### src/rtl/cla_seq_adder.sv
// Sequential multi-word adder/subtractor: one WIDTH-bit lookahead slice is reused once per
// chunk, least significant chunk first, with the carry held in a register between chunks.
module cla_seq_adder #(
  parameter int unsigned WIDTH  = 32,
  parameter int unsigned NWORDS = 4
) (
  input  logic                    clk,
  input  logic                    rst,
  input  logic                    start,
  input  logic                    op_sub,
  input  logic [WIDTH*NWORDS-1:0] a,
  input  logic [WIDTH*NWORDS-1:0] b,
  input  logic                    cin,
  output logic                    busy,
  output logic                    done,
  output logic [WIDTH*NWORDS-1:0] sum,
  output logic                    cout,
  output logic                    ovf
);

  localparam int unsigned TotW = WIDTH * NWORDS;
  localparam int unsigned IdxW = (NWORDS > 1) ? $clog2(NWORDS) : 1;
  localparam logic [IdxW-1:0] LastIdx = IdxW'(NWORDS - 1);

  typedef enum logic [1:0] {StIdle, StRun, StDone} state_e;

  state_e          state_q, state_d;
  logic [IdxW-1:0] idx_q, idx_d;
  logic            carry_q, carry_d;
  logic [TotW-1:0] a_q, a_d;
  logic [TotW-1:0] b_q, b_d;
  logic [TotW-1:0] sum_q, sum_d;
  logic            cout_q, cout_d;
  logic            ovf_q, ovf_d;

  // Bit offset of the chunk currently being processed.
  int unsigned base;
  assign base = 32'(idx_q) * WIDTH;

  logic [WIDTH-1:0] sl_a, sl_b, sl_s, gen, prop;
  logic [WIDTH:0]   c;

  // Single adder slice: generate/propagate with a carry chain; c[i] is the carry into bit i.
  always_comb begin
    logic carry;
    sl_a  = a_q[base +: WIDTH];
    sl_b  = b_q[base +: WIDTH];
    gen   = sl_a & sl_b;
    prop  = sl_a ^ sl_b;
    carry = carry_q;
    c     = '0;
    for (int i = 0; i < int'(WIDTH); i++) begin
      c[i]  = carry;
      carry = gen[i] | (prop[i] & carry);
    end
    c[WIDTH] = carry;
    sl_s     = prop ^ c[WIDTH-1:0];
  end

  // Next-state and datapath update for the IDLE/RUN/DONE sequence.
  always_comb begin
    state_d = state_q;
    idx_d   = idx_q;
    carry_d = carry_q;
    a_d     = a_q;
    b_d     = b_q;
    sum_d   = sum_q;
    cout_d  = cout_q;
    ovf_d   = ovf_q;
    unique case (state_q)
      StIdle: begin
        if (start) begin
          a_d     = a;
          // Subtraction is A + ~B + 1.
          b_d     = op_sub ? ~b : b;
          carry_d = op_sub ? 1'b1 : cin;
          idx_d   = '0;
          sum_d   = '0;
          cout_d  = 1'b0;
          ovf_d   = 1'b0;
          state_d = StRun;
        end
      end
      StRun: begin
        sum_d[base +: WIDTH] = sl_s;
        carry_d              = c[WIDTH];
        idx_d                = idx_q + IdxW'(1);
        if (idx_q == LastIdx) begin
          idx_d   = '0;
          cout_d  = c[WIDTH];
          ovf_d   = c[WIDTH] ^ c[WIDTH-1];
          state_d = StDone;
        end
      end
      StDone: begin
        state_d = StIdle;
      end
      default: begin
        state_d = StIdle;
      end
    endcase
  end

  // State register with asynchronous reset.
  always_ff @(posedge clk or posedge rst) begin
    if (rst) begin
      state_q <= StIdle;
      idx_q   <= '0;
      carry_q <= 1'b0;
      a_q     <= '0;
      b_q     <= '0;
      sum_q   <= '0;
      cout_q  <= 1'b0;
      ovf_q   <= 1'b0;
    end else begin
      state_q <= state_d;
      idx_q   <= idx_d;
      carry_q <= carry_d;
      a_q     <= a_d;
      b_q     <= b_d;
      sum_q   <= sum_d;
      cout_q  <= cout_d;
      ovf_q   <= ovf_d;
    end
  end

  assign busy = (state_q == StRun) || (state_q == StDone);
  assign done = (state_q == StDone);
  assign sum  = sum_q;
  assign cout = cout_q;
  assign ovf  = ovf_q;

endmodule

### config.mk
export PLATFORM = sky130hd
export DESIGN_NAME = cla_seq_adder
export DESIGN_NICKNAME = d
export VERILOG_FILES = /design/src/rtl/cla_seq_adder.sv
export SDC_FILE = /design/constraint.sdc
export NUM_CORES = 1
export LEC_CHECK = 0
export CORE_ASPECT_RATIO = 0.8
export CORE_MARGIN = 4
export CORE_UTILIZATION = 45
export DETAILED_ROUTE_END_ITERATION = 12
export GPL_ROUTABILITY_DRIVEN = 0
export GPL_TIMING_DRIVEN = 0
export PLACE_DENSITY = 0.74
export SLEW_MARGIN = 20
export SYNTH_ARGS = -nofsm -noshare
export SYNTH_HDL_FRONTEND = slang
export SYNTH_SLANG_ARGS = --single-unit
### constraint.sdc
create_clock -name clk -period 12.5 [get_ports clk]
set_input_delay 1.25 -clock clk [delete_from_list [all_inputs] [get_ports clk]]
set_output_delay 1.25 -clock clk [all_outputs]
set_load 0.02 [all_outputs]
==> flow_summary.ini, run 1 <==
[floorplanning]
die_area_sq_um = 45400
row_count = 66
start_util_pct = 46.0
die-width_um = 237
die_y_um = 191
coreArea_sq_um = 41100
ios = 393

[timing]
clock_skew_ns = 0.0214
tightest_slew_ns = 0.786
finalMaxSlewViolations = 0
worst_slack_ns = -0.409
period_needed_ns = 12.91
setup_viol = 11
hold_viol = 0
rsz0062_at_grt = true
timing.hold.ws_ns = 0.481
max_freq_mhz = 77.5
slew_headroom_pct = 47.6
min_period_over_period_pct = 103

[pwr]
finalPower_mw = 7.50
combPwrFrac_pct = 54.9
clockPowerShare_pct = 17.6
irDropWorstVdd_mv = 0.196
power_frac_seq_pct = 27.4
power_leakage_nw = 10.8
cellPowerDensity_nw_per_um2 = 297
intPower_mw = 4.32
p_sw_mw = 3.18
swShare_pct = 42.5

[worst_setup_path]
cp_max_fo = 4
worstSetupStartpointType = flip-flop
required_ns = 12.92
r2r_slack_ns = -0.41
endpoint_kind = flip-flop
critPathArrivalTime_ns = 13.33
cp_slowest_cell = fa_2
crit_top_cell = fa_2
slowest_delay_ns = 0.45
path_class = reg -> reg

[clocking]
clkTransAtPathRegs_ns = 0.07
cts-root-buf = clkbuf_16
cts.sinks = 391
htree_levels = 2
cts.path.max_buffers = 3
clock_latency_ns = 0.55
hold_buffers = 0
cts_buffers = 41
cts_tree = done

[synth]
yosysSeqAreaShare_pct = 51.7
ys.flop_type = dfrtp_1
synth_area_per_cell_sq_um = 12.7
syn-num-nets = 1795
yosysUniqueCellTypes = 33
syn_inst = 1495
syn_area_sq_um = 18900
synth_edf_count = 0
yosys_warnings = 0
synth_async_sr_flop_share_pct = 100
ys_seq_elements = 391

[placed_design]
io_buffers = 391
detailed_place_hpwl_um = 45800
dp_slack_ns = -1.08

[route]
ant_nets = 0
drt_iter0_markers = 932
drc = 0
routed_wl_um = 60000
avgViaCountPerCell = 5.52
num_vias = 13914
firstDrtPassIters = 7
post_drt_wl_per_cell_um = 23.8

[grt]
antenna_found_initial = 21
grt_pass1_vias = 14615
grt_pass1_wl_um = 89500
grt_max_degree = 107
grt.total_usage_pct = 25.9
gr-total-overflow = 0

[final_layout]
nets = 2238
final_common_cell = clkdlybuf4s50_1
layout_common_cells = 391 x clkdlybuf4s50_1, 390 x dfrtp_1, 159 x o21ai_1
drive_above_1_share_pct = 20.7
regArea_sq_um = 9790
fillers = 3223
multiInputGateArea_sq_um = 8300
syn2layout_area_growth_pct = 33.6

[outcome]
failed_checks = negative setup slack
status = finished with violations

[flow_run]
maxCapViolCount = 0

[min_path]
min_path_type = reg -> reg
power groups by stage:
stage / registers, mW / clock network, mW / logic [mW]
floorplan: 2.04 / 0 / 2.37
finish: 2.06 / 1.32 / 4.12
detailed placement: 2.07 / 0 / 3.97
global placement: 2.04 / 0 / 3.90
global route: 2.11 / 1.39 / 4.35
CTS: 2.05 / 1.34 / 4.05
synth_stat cells (17+ instances only):
cell,n,area [sq um]
dfrtp_1,391,9780
clkbuf_1,39,146
fa_1,32,641
o31ai_1,118,886
mux4_2,64,1440
buf_6,17,191
xnor2_1,129,1130
inv_1,70,263
mux2_4,119,1790
nand2_1,131,492
buf_2,55,275
o21ai_0,102,510
o21ai_1,159,796
worst max-delay path: cells and delay by family (launching register included):
family / cells / cell delay [ns]
DFF: 1 / 0.43
AOI/OAI and AO/OA: 1 / 0.08
adders and majority gates: 32 / 11.37
buffers and inverters: 5 / 0.48
muxes: 1 / 0.39
metal layers:
| layer | vias to the layer above | track usage, % | share of wire [%] |
|---|---|---|---|
| li1 | 6157 | - | - |
| met4 | 28 | 5.03 | 1.5 |
| met3 | 102 | 6.23 | 7.5 |
| met1 | 7102 | 35.2 | 43 |
| met5 | - | 0 | 0.32 |
| met2 | 525 | 43.2 | 48 |
timing repair:
action / 4_1_cts / 5_1_grt
endpoints found under the setup margin: 19 / 11
setup buffers: 5 / 2
pin swaps: 5 / 5
gates resized for setup: 18 / 8
registers in the layout, summed over array words and instances (netlist names):
register / cells
a_q: 128
b_q: 128
carry_q: 1
cout: 1
idx_q: 2
ovf: 1
state_q: 2
sum: 128
cell type report:
cell class                      instances  area share (%)
Antenna cell                            9          0.0891
Buffer                                123            2.86
Clock buffer                           54            4.66
Clock inverter                         18            1.08
Inverter                               71            1.09
Multi-Input combinational cell        909            32.8
Sequential cell                       391            38.7
Tap cell                              544            2.69
Timing Repair Buffer                  401            16.0
path summary, 6_finish.rpt:
kind | startpoint | end | depth (start not counted)
setup / recovery | idx_q[0]$_DFFE_PP0P_ | sum[127]$_DFFE_PP0P_ | 39
hold / removal | b_q[1]$_DFFE_PP0P_ | b_q[1]$_DFFE_PP0P_ | 2
setup reg to reg | idx_q[0]$_DFFE_PP0P_ | sum[127]$_DFFE_PP0P_ | 39
hold reg to reg | b_q[1]$_DFFE_PP0P_ | b_q[1]$_DFFE_PP0P_ | 2
max in group asynchronous | rst | b_q[27]$_DFFE_PP0P_ | 4
min in group asynchronous | rst | sum[112]$_DFFE_PP0P_ | 2
cells by family after synthesis:
kind of cell | share of synthesized area (%)
XOR/XNOR | 5.97
multiplexers | 17.7
AO/OA/AOI/OAI | 12.5
buffers and inverters | 5.02
adder cells (fa/ha/maj) | 3.85
flip-flops | 51.7
AND/OR/NAND/NOR | 3.28
stage by stage:
stage / utilization, % / setup TNS (ns) / cell area (sq um) / std cells
global placement: 57.4 / -1479.40 / 23600 / 2430
CTS: 61.3 / -2.84 / 25200 / 2509
global route: 61.5 / -4.73 / 25300 / 2513
finish: 61.5 / -2.58 / 25300 / 2520
detailed placement: 57.6 / -11.29 / 23700 / 2433
floorplan: - / 0 / 19000 / 1495
(Power assumes the default switching activity.)
==> run 2, diff against run 1 <==
--- a/config.mk
+++ b/config.mk
@@ -11,6 +11,7 @@
 export DETAILED_ROUTE_END_ITERATION = 12
 export GPL_ROUTABILITY_DRIVEN = 0
 export GPL_TIMING_DRIVEN = 0
+export HOLD_SLACK_MARGIN = 0.15
 export PLACE_DENSITY = 0.74
 export SLEW_MARGIN = 20
 export SYNTH_ARGS = -nofsm -noshare
==> results of run 2 <==
No change in the layout: final DEF, timing and power equal those of run 1.
